File: src/rtl/serial_packet_rx_pkg.sv
`default_nettype none
// ============================================================================
// Module      : rx_pkg
// Description : Shared types, default parameters and the parity helper for
//               the serial packet receiver.
// Revision    : 1.0 - initial release
// ============================================================================
package rx_pkg;

    typedef enum logic [2:0] {
        HUNT = 3'b001,
        READ = 3'b010,
        PAR  = 3'b100
    } state_t;

    localparam int         c_def_pkt_w    = 55;
    localparam int         c_def_sync_w   = 6;
    localparam logic [5:0] c_def_sync_pat = 6'b011111;

    // Even parity: accumulated payload parity plus the parity bit must be 0.
    function automatic logic parity_ok(input logic acc, input logic par_bit);
        return (acc ^ par_bit) == 1'b0;
    endfunction

endpackage
`default_nettype wire

File: src/rtl/serial_packet_rx_if.sv
`default_nettype none
// ============================================================================
// Module      : serial_packet_rx_if
// Description : Serial input and held valid/ready packet output of the
//               serial packet receiver.
// Revision    : 1.0 - initial release
// ============================================================================
interface serial_packet_rx_if
    import rx_pkg::*;
#(
    parameter int PKT_W = c_def_pkt_w
);
    logic             s_data;
    logic [PKT_W-1:0] pkt;
    logic             pkt_valid;
    logic             pkt_ready;
    logic             parity_err;
    logic             overrun;

    modport master (
        input  s_data,
        input  pkt_ready,
        output pkt,
        output pkt_valid,
        output parity_err,
        output overrun
    );

    modport slave (
        output s_data,
        output pkt_ready,
        input  pkt,
        input  pkt_valid,
        input  parity_err,
        input  overrun
    );
endinterface
`default_nettype wire

File: src/rtl/serial_packet_rx_sync_detect.sv
`default_nettype none
// ============================================================================
// Module      : sync_detect
// Description : Sync pattern hunter; flags a match on the bit being sampled.
// Revision    : 1.0 - initial release
// ============================================================================
module sync_detect
    import rx_pkg::*;
#(
    parameter int              SYNC_W   = c_def_sync_w,
    parameter logic [SYNC_W-1:0] SYNC_PAT = c_def_sync_pat
) (
    input  wire  clk,
    input  wire  rst,
    input  wire  i_shift_en,
    input  wire  i_reload,
    input  wire  i_s_data,
    output logic o_match
);
    localparam logic [SYNC_W-1:0] c_inv_pat = ~SYNC_PAT;

    // Only the newest SYNC_W-1 history bits affect a match; the oldest bit of
    // the pattern-wide register is shifted out before it is ever compared.
    logic [SYNC_W-2:0] r_hist;
    logic [SYNC_W-1:0] w_next;

    assign w_next  = {r_hist, i_s_data};
    assign o_match = i_shift_en && (w_next == SYNC_PAT);

    always_ff @(posedge clk) begin
        if (rst || i_reload) begin
            r_hist <= c_inv_pat[SYNC_W-2:0];
        end else if (i_shift_en) begin
            r_hist <= w_next[SYNC_W-2:0];
        end
    end
endmodule
`default_nettype wire

File: src/rtl/serial_packet_rx.sv
`default_nettype none
// ============================================================================
// Module      : serial_packet_rx
// Description : Sync-hunting serial packet receiver with optional even parity
//               and a held valid/ready output register.
// Revision    : 1.0 - initial release
// ============================================================================
module serial_packet_rx
    import rx_pkg::*;
#(
    parameter int                PKT_W     = c_def_pkt_w,
    parameter int                SYNC_W    = c_def_sync_w,
    parameter logic [SYNC_W-1:0] SYNC_PAT  = c_def_sync_pat,
    parameter bit                PARITY_EN = 1'b1
) (
    input wire                 clk,
    input wire                 rst,
    serial_packet_rx_if.master bus
);
    localparam int c_cnt_w = (PKT_W > 1) ? $clog2(PKT_W) : 1;

    generate
        if (PKT_W < 2) begin : g_bad_pkt_w
            $error("serial_packet_rx: PKT_W must be at least 2");
        end
        if (SYNC_W < 2 || SYNC_W > 16) begin : g_bad_sync_w
            $error("serial_packet_rx: SYNC_W must be in 2..16");
        end
        if (SYNC_PAT == {SYNC_W{1'b1}} || SYNC_PAT == {SYNC_W{1'b0}}) begin : g_bad_sync_pat
            $error("serial_packet_rx: SYNC_PAT must not be all-ones or all-zeros");
        end
    endgenerate

    state_t             r_state;
    logic [c_cnt_w-1:0] r_cnt;
    logic [PKT_W-1:0]   r_shift;
    logic               r_acc;
    logic [PKT_W-1:0]   r_pkt;
    logic               r_pkt_valid;
    logic               r_parity_err;
    logic               r_overrun;

    logic               w_match;
    logic               w_done;
    logic               w_good;
    logic               w_free;
    logic [PKT_W-1:0]   w_payload;

    sync_detect #(
        .SYNC_W   (SYNC_W),
        .SYNC_PAT (SYNC_PAT)
    ) u_sync_detect (
        .clk        (clk),
        .rst        (rst),
        .i_shift_en (r_state == HUNT),
        .i_reload   (w_done),
        .i_s_data   (bus.s_data),
        .o_match    (w_match)
    );

    // Completion happens on the last payload edge without parity, or on the
    // parity edge; the payload must then include the bit sampled this edge.
    always_comb begin
        w_done    = 1'b0;
        w_good    = 1'b0;
        w_payload = r_shift;
        case (r_state)
            READ: begin
                if (r_cnt == '0 && !PARITY_EN) begin
                    w_done    = 1'b1;
                    w_good    = 1'b1;
                    w_payload = {r_shift[PKT_W-2:0], bus.s_data};
                end
            end
            PAR: begin
                w_done = 1'b1;
                w_good = parity_ok(r_acc, bus.s_data);
            end
            default: ;
        endcase
    end

    assign w_free = !r_pkt_valid || bus.pkt_ready;

    always_ff @(posedge clk) begin
        if (rst) begin
            r_state      <= HUNT;
            r_cnt        <= '0;
            r_shift      <= '0;
            r_acc        <= 1'b0;
            r_pkt        <= '0;
            r_pkt_valid  <= 1'b0;
            r_parity_err <= 1'b0;
            r_overrun    <= 1'b0;
        end else begin
            r_parity_err <= 1'b0;
            r_overrun    <= 1'b0;
            if (r_pkt_valid && bus.pkt_ready) begin
                r_pkt_valid <= 1'b0;
            end

            case (r_state)
                HUNT: begin
                    if (w_match) begin
                        r_state <= READ;
                        r_cnt   <= c_cnt_w'(PKT_W - 1);
                        r_acc   <= 1'b0;
                    end
                end
                READ: begin
                    r_shift <= {r_shift[PKT_W-2:0], bus.s_data};
                    r_acc   <= r_acc ^ bus.s_data;
                    if (r_cnt == '0) begin
                        r_state <= PARITY_EN ? PAR : HUNT;
                    end else begin
                        r_cnt <= r_cnt - c_cnt_w'(1);
                    end
                end
                PAR:     r_state <= HUNT;
                default: r_state <= HUNT;
            endcase

            // A load on the same edge as an accept overrides the clear above.
            if (w_done) begin
                if (!w_good) begin
                    r_parity_err <= 1'b1;
                end else if (w_free) begin
                    r_pkt       <= w_payload;
                    r_pkt_valid <= 1'b1;
                end else begin
                    r_overrun <= 1'b1;
                end
            end
        end
    end

    assign bus.pkt        = r_pkt;
    assign bus.pkt_valid  = r_pkt_valid;
    assign bus.parity_err = r_parity_err;
    assign bus.overrun    = r_overrun;
endmodule
`default_nettype wire

File: src/flat_wrapper.sv
// flat-port wrapper written by rule: the top's interface ports become plain ports
module serial_packet_rx_flat import rx_pkg::*;
#(
    parameter int                PKT_W     = c_def_pkt_w,
    parameter int                SYNC_W    = c_def_sync_w,
    parameter logic [SYNC_W-1:0] SYNC_PAT  = c_def_sync_pat,
    parameter bit                PARITY_EN = 1'b1
)
  (clk, rst, bus_s_data, bus_pkt_ready, bus_pkt, bus_pkt_valid, bus_parity_err, bus_overrun);
  serial_packet_rx_if #(.PKT_W(PKT_W)) bus_i ();
  input wire clk;
  input wire rst;
  input wire logic [$bits(bus_i.s_data)-1:0] bus_s_data;
  input wire logic [$bits(bus_i.pkt_ready)-1:0] bus_pkt_ready;
  output wire logic [$bits(bus_i.pkt)-1:0] bus_pkt;
  output wire logic [$bits(bus_i.pkt_valid)-1:0] bus_pkt_valid;
  output wire logic [$bits(bus_i.parity_err)-1:0] bus_parity_err;
  output wire logic [$bits(bus_i.overrun)-1:0] bus_overrun;
  assign bus_i.s_data = bus_s_data;
  assign bus_i.pkt_ready = bus_pkt_ready;
  assign bus_pkt = bus_i.pkt;
  assign bus_pkt_valid = bus_i.pkt_valid;
  assign bus_parity_err = bus_i.parity_err;
  assign bus_overrun = bus_i.overrun;
  serial_packet_rx #(.PKT_W(PKT_W), .SYNC_W(SYNC_W), .SYNC_PAT(SYNC_PAT), .PARITY_EN(PARITY_EN)) u_core (.clk(clk), .rst(rst), .bus(bus_i));
endmodule
File: config.mk
export PLATFORM = sky130hd
export DESIGN_NAME = serial_packet_rx_flat
export DESIGN_NICKNAME = d
export VERILOG_FILES = /design/src/rtl/serial_packet_rx_pkg.sv /design/src/rtl/serial_packet_rx_if.sv /design/src/rtl/serial_packet_rx_sync_detect.sv /design/src/rtl/serial_packet_rx.sv /design/src/flat_wrapper.sv
export SDC_FILE = /design/constraint.sdc
export NUM_CORES = 1
export LEC_CHECK = 0
export CAP_MARGIN = 20
export CORE_ASPECT_RATIO = 0.6
export CORE_UTILIZATION = 52
export CTS_CLUSTER_SIZE = 16
export DETAILED_ROUTE_END_ITERATION = 6
export MAX_ROUTING_LAYER = met4
export PLACE_DENSITY = 0.76
export RECOVER_POWER = 50
export SETUP_SLACK_MARGIN = 0.02
export SYNTH_ARGS = -nofsm -noshare
export SYNTH_HDL_FRONTEND = slang
export SYNTH_SLANG_ARGS = --single-unit
File: constraint.sdc
create_clock -name clk -period 3.7 [get_ports clk]
set_input_delay 0.925 -clock clk [delete_from_list [all_inputs] [get_ports clk]]
set_output_delay 0.925 -clock clk [all_outputs]
set_load 0.05 [all_outputs]
==> results of run 1 <==
[cell type report]
| cell class | instances | area (sq um) |
|---|---|---|
| tap | 112 | 140 |
| clock buffer | 21 | 470 |
| sequential | 128 | 2560 |
| multi-input combinational | 349 | 1970 |
| fill | 656 | 2650 |
| inverter | 4 | 15.0 |
| clock inverter | 11 | 160 |
| timing repair buffer | 68 | 652 |
[final timing paths]
path	startpoint	to	slack [ps]	depth (start not counted)
worst max-delay path	rst	u_core.bus.pkt[44]$_SDFFE_PP0P_	910	3
worst min-delay path	u_core.r_shift[54]$_SDFFE_PP0P_	u_core.r_shift[54]$_SDFFE_PP0P_	470	2
worst max register to register	u_core.r_state[2]$_SDFFE_PP0P_	u_core.r_shift[16]$_SDFFE_PP0P_	940	4
worst min register to register	u_core.r_shift[54]$_SDFFE_PP0P_	u_core.r_shift[54]$_SDFFE_PP0P_	470	2
[metrics by stage]
stage / utilization / hold slack [ps]
4_1_cts: 0.694 / 469
6_report: 0.693 / 468
3_3_place_gp: 0.621 / 447
5_1_grt: 0.693 / 488
2_1_floorplan: - / 436
3_5_place_dp: 0.621 / 459
[state kept, by name (all words and copies together), names as in the netlist]
| signal | flops |
|---|---|
| u_core.u_sync_detect.r_hist | 5 |
| u_core.bus.parity_err | 1 |
| u_core.r_shift | 55 |
| u_core.r_cnt | 6 |
| u_core.bus.pkt_valid | 1 |
| u_core.bus.pkt | 55 |
| u_core.bus.overrun | 1 |
| u_core.r_state | 3 |
| u_core.r_acc | 1 |
[cell usage after synthesis (all sizes together), types with 3 or more instances]
library cell and count:
a21oi 63, a2bb2oi 5, buf 17, dfxtp 128
nand3 3, nor4 3, nor2 67, nand3b 3
nor2b 5, nor3 4, mux2i 55, nor3b 3
clkbuf 18, nand2 114, inv 4
[power by group]
| group | total, mW | internal, mW | switching [mW] |
|---|---|---|---|
| clock | 1.75 | 1.17 | 0.577 |
| combinational | 0.0330 | 0.00695 | 0.0260 |
| sequential | 1.38 | 1.38 | 0.00150 |
[layout by cell type (no fill, tap or decap), types with 17 or more instances in the layout]
master and n:
a21oi_1 63, clkdlybuf4s50_1 59, nor2_1 66, mux2i_1 55, clkbuf_16 17, nand2_1 114
dfxtp_1 128
[layer usage]
layer,part of all wire,track usage,vias up
li1,-,-,1824
met1,0.49,0.295,1722
met2,0.45,0.342,98
met3,0.047,0.0660,8
met4,0.010,0.0843,0
met5,0,-,-
[worst min-delay path: cells and delay by family (launching register included)]
kind	cells	cell delay [ps]
AOI/OAI and AO/OA	1	50
DFF	1	310
and+or+nand+nor	1	60
[cells by family after synthesis]
logic type	after synthesis
AO/OA/AOI/OAI	83
XOR/XNOR	1
adder cells (fa/ha/maj)	2
buffers and inverters	39
flip-flops	128
multiplexers	55
AND/OR/NAND/NOR	208
==> summary.md, run 1 <==
| Metric | Value |
|---|---|
| Residual DRC count | 0 |
| Syn Area/Cell | 9.08 sq um |
| Row cnt | 26 |
| Top cells by area, synth | dfxtp_1, mux2i_1, nand2_1 |
| Clock tree from TritonCTS | built |
| Synth top area share | 0.547 |
| Max VDD drop | 351 uV |
| Finish-stage setup viols | 0 |
| CTS clock-pin slew for the worst setup and hold paths | 50 ps |
| Violated checks | capacitance limit, slew limit |
| CTS Hold Bufs | 0 |
| Via count | 3652 |
| Post-Synth Adder-Cell Area | 0.00534 |
| Post-CTS setup buffer count | 0 |
| RSZ-0062 raised after global routing | no |
| Max-Cap Viols | 2 |
| Initial antenna violation count | 0 |
| Layout area overhead | 27.4% |
| Final #Nets | 574 |
| Vias per cell | 5.27 |
| Ant diodes | 0 |
| ANT nets after route | 0 |
| Register area share after synthesis | 0.547 |
| Top Ports | 62 |
| Vias in the first global route | 3374 |
| Crit path buf inv count | 2 |
| Period utilization | 0.754 |
| Overflow after GRT | 0 |
| Final Skew | 8.28 ps |
| Final worst setup slack | 911 ps |
| Primary FF master, synth | dfxtp_1 |
| Core area | 0.00862 sq mm |
| H-tree levels | 4 |
| Post-synthesis xor/xnor area fraction | 0.00187 |
| Final instance area | 0.00597 sq mm |
| Die Y | 75.5 microns |
| First-pass DRT Iterations | 5 |
| Drt wl/cell | 14.1 microns |
| Sum Neg Setup Slack | 0 ps |
| Dpl cell area | 0.00535 sq mm |
| Critical path's top delay family | buffers and inverters |
| Highest clock rate | 359 MHz |
| CP arrival | 3030 ps |
| Clk buf depth | 2 |
| FF+latch count, synth | 128 |
| Starting density of the core | 0.544 |
| Power Dens Cells | 530 mW/mm^2 |
| Post-synthesis cell count | 516 |
| Crit. End Element | register |
| Syn Nets | 522 |
| Final cell count without fillers | 693 |
| Final WL | 9.75 mm |
| Mux cell area share after synthesis | 0.117 |
| Crit path kind | input port to register |
| DP HPWL | 6.00 mm |
| Final-report hold violation count | 0 |
| Die footprint | 0.00941 sq mm |
| Post-cts gate resize count | 0 |
| Worst hold path type | register to register |
| Compound-Gate Fraction of Synth Area | 0.108 |
| CTS Buf Count | 17 |
| Syn Std Cell Area | 0.00469 sq mm |
| Global-route wire length before repair | 16.1 mm |
| Fin. max-slew vios | 99 |
| Leading area contributor after synthesis | dfxtp_1 |
| Pin count of the biggest net entering global routing | 83 |
| Minimum clock period | 2790 ps |
| Status | complete, but fails checks |
| GRT Total Usage | 0.228 |
| Share of flip-flops with an asynchronous set or reset | 0 |
| Slew HR | -0.154 |
| Post-synth EDFFs | 0 |
| Power Total | 3.17 mW |
| Placed Cells | 661 |
| Largest stage delay, worst path | 1140 ps |
| Root Buffer | clkbuf_16 |
| Yosys warning total | 0 |
| Initial drt markers | 300 |
| Critical path cell sequence | clkbuf_2, clkbuf_1, nor2_1 |
| PortBufs | 61 |
| Startpoint types | input port |
| Worst-skew pair later-pin latency | 410 ps |
| Pre-CTS WS | 980 ps |
| Slew @ Worst Pin | 1730 ps |
| GP Congestion | 0.873 |
| CP max FO | 82 |
| Critical Path RT | 3940 ps |
| Worst path slowest cell | clkbuf_2 |
| Leak Pwr | 2.47 nW |
| Post-synthesis simple-gate area fraction | 0.186 |
| Synth unique cells | 38 |
| Layout cells sized above 1 | 0.0757 |
| CTS sink count | 128 |
| Largest family of logic cells by synthesized area | simple AND/OR/NAND/NOR gates |
| Chip width | 125 microns |
Note: power is estimated with default switching activity, not from simulation.
==> run 2, diff against run 1 <==
clock period = 2.68 ns   (was 3.7 ns; I/O delays follow)
==> summary.md, run 2 (synthesized netlist as in run 1, its figures left out) <==
| Metric | Value |
|---|---|
| Final-report hold violation count | 0 (unchanged) |
| Vias in the first global route | 3486 (was 3374) |
| Hold path endpoint | u_core.r_shift[54]$_SDFFE_PP0P_ (unchanged) |
| Period utilization | 0.861 |
| DP HPWL | 6.30 mm (was 6.00 mm) |
| Commonest non-fill, non-tap cell in the layout | dfxtp_1 (unchanged) |
| Overflow after GRT | 0 (unchanged) |
| Hold path start | u_core.r_shift[54]$_SDFFE_PP0P_ (unchanged) |
| Final #Nets | 576 (was 574) |
| Via count | 3697 (was 3652) |
| Worst-skew pair later-pin latency | 410 ps (about the same) |
| Pin count of the biggest net entering global routing | 56 (was 83) |
| Fin. max-slew vios | 0 (was 99) |
| PortBufs | 61 (unchanged) |
| Crit path from | bus_s_data (was rst) |
| Crit. End Element | register (unchanged) |
| Finish-stage setup viols | 0 (unchanged) |
| Root Buffer | clkbuf_16 (unchanged) |
| Final Skew | 6.19 ps (was 8.28 ps) |
| Status | finished clean (was complete, but fails checks) |
| Hold-critical path depth | 2 (unchanged) |
| Layout area overhead | 27.4% (about the same) |
| CTS Hold Bufs | 0 (unchanged) |
| Most frequent cells in the layout | dfxtp_1, nand2_1, nor2_1 (unchanged) |
| Final WL | 10.1 mm (was 9.75 mm) |
| Startpoint types | input port (unchanged) |
| CTS clock-pin slew for the worst setup and hold paths | 50 ps (about the same) |
| Drt wl/cell | 14.6 microns (was 14.1 microns) |
| Post-CTS setup buffer count | 0 (unchanged) |
| Sum Neg Setup Slack | 0 ps (unchanged) |
| GP Congestion | 0.820 (was 0.873) |
| Die Y | 75.5 microns (unchanged) |
| Core area | 0.00862 sq mm (unchanged) |
| Power Dens Cells | 710 mW/mm^2 (was 530 mW/mm^2) |
| Chip width | 125 microns (unchanged) |
| Worst hold path type | register to register (unchanged) |
| Max-Cap Viols | 0 (was 2) |
| R2r setup slk | 420 ps (was 940 ps) |
| Residual DRC count | 0 (unchanged) |
| First-pass DRT Iterations | 5 (unchanged) |
| Crit path kind | input port to register (unchanged) |
| CTS sink count | 128 (unchanged) |
| R2R cell count | 4 (unchanged) |
| Slew HR | 0.322 (was -0.154) |
| Ant diodes | 0 (unchanged) |
| Reg2reg start | u_core.r_state[0]$_SDFFE_PP1P_ (was u_core.r_state[2]$_SDFFE_PP0P_) |
| Slew @ Worst Pin | 1020 ps (was 1730 ps) |
| Starting density of the core | 0.544 (unchanged) |
| CP max FO | 33 (was 82) |
| CTS Buf Count | 17 (unchanged) |
| Layout Utilization | 0.693 (about the same) |
| Critical Path RT | 2950 ps (was 3940 ps) |
| Clock tree from TritonCTS | built (unchanged) |
| Top Ports | 62 (unchanged) |
| Clk buf depth | 2 (unchanged) |
| Row cnt | 26 (unchanged) |
| CP arrival | 2580 ps (was 3030 ps) |
| Reg2reg end | u_core.r_shift[31]$_SDFFE_PP0P_ (was u_core.r_shift[16]$_SDFFE_PP0P_) |
| Post-cts gate resize count | 0 (unchanged) |
| Minimum clock period | 2310 ps |
| Initial antenna violation count | 0 (unchanged) |
| Leak Pwr | 2.48 nW (was 2.47 nW) |
| Layout cells sized above 1 | 0.0756 (was 0.0757) |
| Vias per cell | 5.33 (was 5.27) |
| H-tree levels | 4 (unchanged) |
| Max VDD drop | 458 uV (was 351 uV) |
| ANT nets after route | 0 (unchanged) |
| Highest clock rate | 433 MHz |
| GRT Total Usage | 0.235 (was 0.228) |
| Die footprint | 0.00941 sq mm (unchanged) |
| Initial drt markers | 244 (was 300) |
| RSZ-0062 raised after global routing | no (unchanged) |
| Global-route wire length before repair | 16.7 mm (was 16.1 mm) |
[run 2: cell count changes in the layout (fill, tap and decap cells not counted), sizes merged]
cell	before	now
buf	5	9
bufinv	4	2
clkbuf	24	27
clkinv	5	3
clkinvlp	2	0
[run 2: report_power, final]
group	switching [mW]	internal [mW]
combinational	0.0359	0.0133
clock	0.774	1.51
sequential	0.00206	1.91
[run 2: metal layers]
layer	part of all wire	global-route usage
met1	0.49	0.298
met2	0.45	0.362
met3	0.057	0.0590
met4	0.0084	0.100
met5	0	-
[run 2: area by class of cell]
class                           count  area, sq um
Timing Repair Buffer               70          688
Sequential cell                   128         2560
Clock buffer                       26          519
Clock inverter                      5         75.1
Multi-Input combinational cell    349         1970
Fill cell                         645         2650
Tap cell                          112          140
Inverter                            4         15.0
[run 2: worst max path at each step]
stage,to,slack [ps],cells after the start
floorplan,u_core.bus.pkt[0]$_SDFFE_PP0P_,900,6
global placement,u_core.bus.pkt[0]$_SDFFE_PP0P_,390,6
detailed placement,u_core.bus.pkt[40]$_SDFFE_PP0P_,280,6
CTS,bus_pkt[41],390,1
global route,u_core.r_shift[31]$_SDFFE_PP0P_,210,4
finish,u_core.bus.pkt[24]$_SDFFE_PP0P_,370,6
[run 2: metrics by stage]
| stage | hold WS, ps | setup slack [ps] | instances | instance area [sq um] | total power [mW] |
|---|---|---|---|---|---|
| final | 455 | 371 | 694 | 5970 | 4.24 |
| after CTS | 458 | 389 | 694 | 5990 | 4.27 |
| after floorplan | 436 | 905 | 516 | 4690 | 1.98 |
| after global routing | 488 | 206 | 694 | 5970 | 4.36 |
| after global placement | 448 | 388 | 663 | 5390 | 2.00 |
| after detailed placement | 450 | 282 | 663 | 5390 | 2.00 |
[run 2: worst max-delay path, cell delays in order]
cell and delay (ps):
dlygate4sd3_1 620, xnor2_1 400, nand3_4 110, clkbuf_4 410
mux2i_1 260, nor2_1 60
==> run 3, diff against run 2 <==
clock period = 2.3 ns   (was 2.68 ns; I/O delays follow)
==> summary.md, run 3 (synthesized netlist as in run 1, its figures left out) <==
| Metric | Value |
|---|---|
| Leak Pwr | 2.44 nW (was 2.48 nW) |
| Post-CTS setup buffer count | 0 (unchanged) |
| Clk buf depth | 2 (unchanged) |
| Initial drt markers | 229 (was 244) |
| Chip width | 125 microns (unchanged) |
| Crit path kind | register to output pin (was input port to register) |
| Final Skew | 9.33 ps (was 6.19 ps) |
| Power Dens Cells | 801 mW/mm^2 (was 710 mW/mm^2) |
| Finish-stage setup viols | 0 (unchanged) |
| CTS sink count | 128 (unchanged) |
| Final #Nets | 575 (was 576) |
| Overflow after GRT | 0 (unchanged) |
| Slew HR | 0.564 (was 0.322) |
| Fill count | 641 (was 645) |
| First-pass DRT Iterations | 5 (unchanged) |
| Minimum clock period | 2200 ps |
| CTS Buf Count | 17 (unchanged) |
| Die footprint | 0.00941 sq mm (unchanged) |
| Commonest non-fill, non-tap cell in the layout | dfxtp_1 (unchanged) |
| Pre-CTS WS | 55.1 ps (was 282 ps) |
| CTS clock-pin slew for the worst setup and hold paths | 50 ps (about the same) |
| Slew @ Worst Pin | 653 ps (was 1020 ps) |
| Status | finished clean (unchanged) |
| Residual DRC count | 0 (unchanged) |
| Clock tree from TritonCTS | built (unchanged) |
| Core area | 0.00862 sq mm (unchanged) |
| Root Buffer | clkbuf_16 (unchanged) |
| Die Y | 75.5 microns (unchanged) |
| Top Ports | 62 (unchanged) |
| H-tree levels | 4 (unchanged) |
| Initial antenna violation count | 0 (unchanged) |
| Drt wl/cell | 14.0 microns (was 14.6 microns) |
| Max-Cap Viols | 0 (unchanged) |
| Vias per cell | 5.25 (was 5.33) |
| RSZ-0062 raised after global routing | no (unchanged) |
| Multi-input logic area | 0.00195 sq mm (was 0.00197 sq mm) |
| Layout cells sized above 1 | 0.0687 (was 0.0756) |
| Hold Slack | 463 ps (was 455 ps) |
| Ant diodes | 0 (unchanged) |
| Period utilization | 0.956 |
| Placed Cells | 662 (was 663) |
| Starting density of the core | 0.544 (unchanged) |
| Final cell count without fillers | 694 (unchanged) |
| ANT nets after route | 0 (unchanged) |
| CTS Hold Bufs | 0 (unchanged) |
| Sum Neg Setup Slack | 0 ps (unchanged) |
| Worst-skew pair later-pin latency | 410 ps (about the same) |
| GP Congestion | 0.860 (was 0.820) |
| Post-cts gate resize count | 0 (unchanged) |
| Crit path buf inv count | 1 (was 2) |
| Fin. max-slew vios | 0 (unchanged) |
| Most frequent cells in the layout | dfxtp_1, nand2_1, nor2_1 (unchanged) |
| DP HPWL | 6.13 mm (was 6.30 mm) |
| Layout area overhead | 25.8% (was 27.4%) |
| Worst hold path type | register to register (unchanged) |
| Max VDD drop | 524 uV (was 458 uV) |
| Startpoint types | register (was input port) |
| Critical path's top delay family | buffers and inverters (unchanged) |
| CP arrival | 1620 ps (was 2580 ps) |
| Via count | 3645 (was 3697) |
| Worst path slowest cell | clkdlybuf4s50_1 (was dlygate4sd3_1) |
| Largest stage delay, worst path | 840 ps (was 620 ps) |
| Vias in the first global route | 3262 (was 3486) |
| Global-route wire length before repair | 15.7 mm (was 16.7 mm) |
| Critical Path RT | 1730 ps (was 2950 ps) |
| Critical path cell sequence | clkdlybuf4s50_1 (was dlygate4sd3_1, xnor2_1, nand3_4, clkbuf_4, mux2i_1, nor2_1) |
| Register area | 0.00256 sq mm (unchanged) |
| PortBufs | 61 (unchanged) |
| Pin count of the biggest net entering global routing | 56 (unchanged) |
| Crit. End Element | output pin (was register) |
| Highest clock rate | 455 MHz |
| CP max FO | 2 (was 33) |
| Row cnt | 26 (unchanged) |
| GRT Total Usage | 0.222 (was 0.235) |
| Final WL | 9.75 mm (was 10.1 mm) |
| Final worst setup slack | 101 ps (was 371 ps) |
| Final-report hold violation count | 0 (unchanged) |
[run 3: changes by cell type in the layout (fill, tap and decap cells not counted), sizes merged]
cell and delta:
clkbuf +4, buf -3, bufinv -2, clkinv +1
[run 3: final timing paths]
| path | cells after the start | from | end | slack [ps] |
|---|---|---|---|---|
| setup reg to reg | 4 | u_core.r_state[2]$_SDFFE_PP0P_ | u_core.r_cnt[4]$_SDFFE_PP0P_ | 180 |
| hold reg to reg | 2 | u_core.r_shift[54]$_SDFFE_PP0P_ | u_core.r_shift[54]$_SDFFE_PP0P_ | 460 |
| hold / removal | 2 | u_core.r_shift[54]$_SDFFE_PP0P_ | u_core.r_shift[54]$_SDFFE_PP0P_ | 460 |
| setup / recovery | 1 | u_core.bus.pkt[43]$_SDFFE_PP0P_ | bus_pkt[43] | 100 |
[run 3: where the power goes]
part | internal, mW | total (mW) | switching (mW)
Clock | 1.55 | 2.44 | 0.896
Combinational | 0.0155 | 0.0582 | 0.0427
Sequential | 2.22 | 2.22 | 0.00242
Total | 3.78 | 4.73 | 0.942
[run 3: cell type report]
| cell class | count | share of cell area |
|---|---|---|
| well taps | 112 | 0.0238 |
| inverters | 4 | 0.00255 |
| flip-flops and latches | 128 | 0.435 |
| clock buffers | 28 | 0.0893 |
| multi-input cells | 349 | 0.330 |
| repair buffers | 69 | 0.116 |
| clock inverters | 4 | 0.00403 |
[run 3: layer usage]
metal,GRT usage,vias up,wire length (microns)
li1,-,1824,-
met1,0.284,1722,4780
met2,0.332,91,4310
met3,0.0723,8,575
met4,0.0763,0,74
met5,-,-,0
[run 3: metrics by stage]
stage	area, sq um	total power, mW	utilization
CTS	5950	4.76	0.690
floorplan	4690	2.31	-
detailed placement	5400	2.33	0.626
finish	5900	4.73	0.684
global placement	5400	2.33	0.626
global route	5900	4.88	0.684
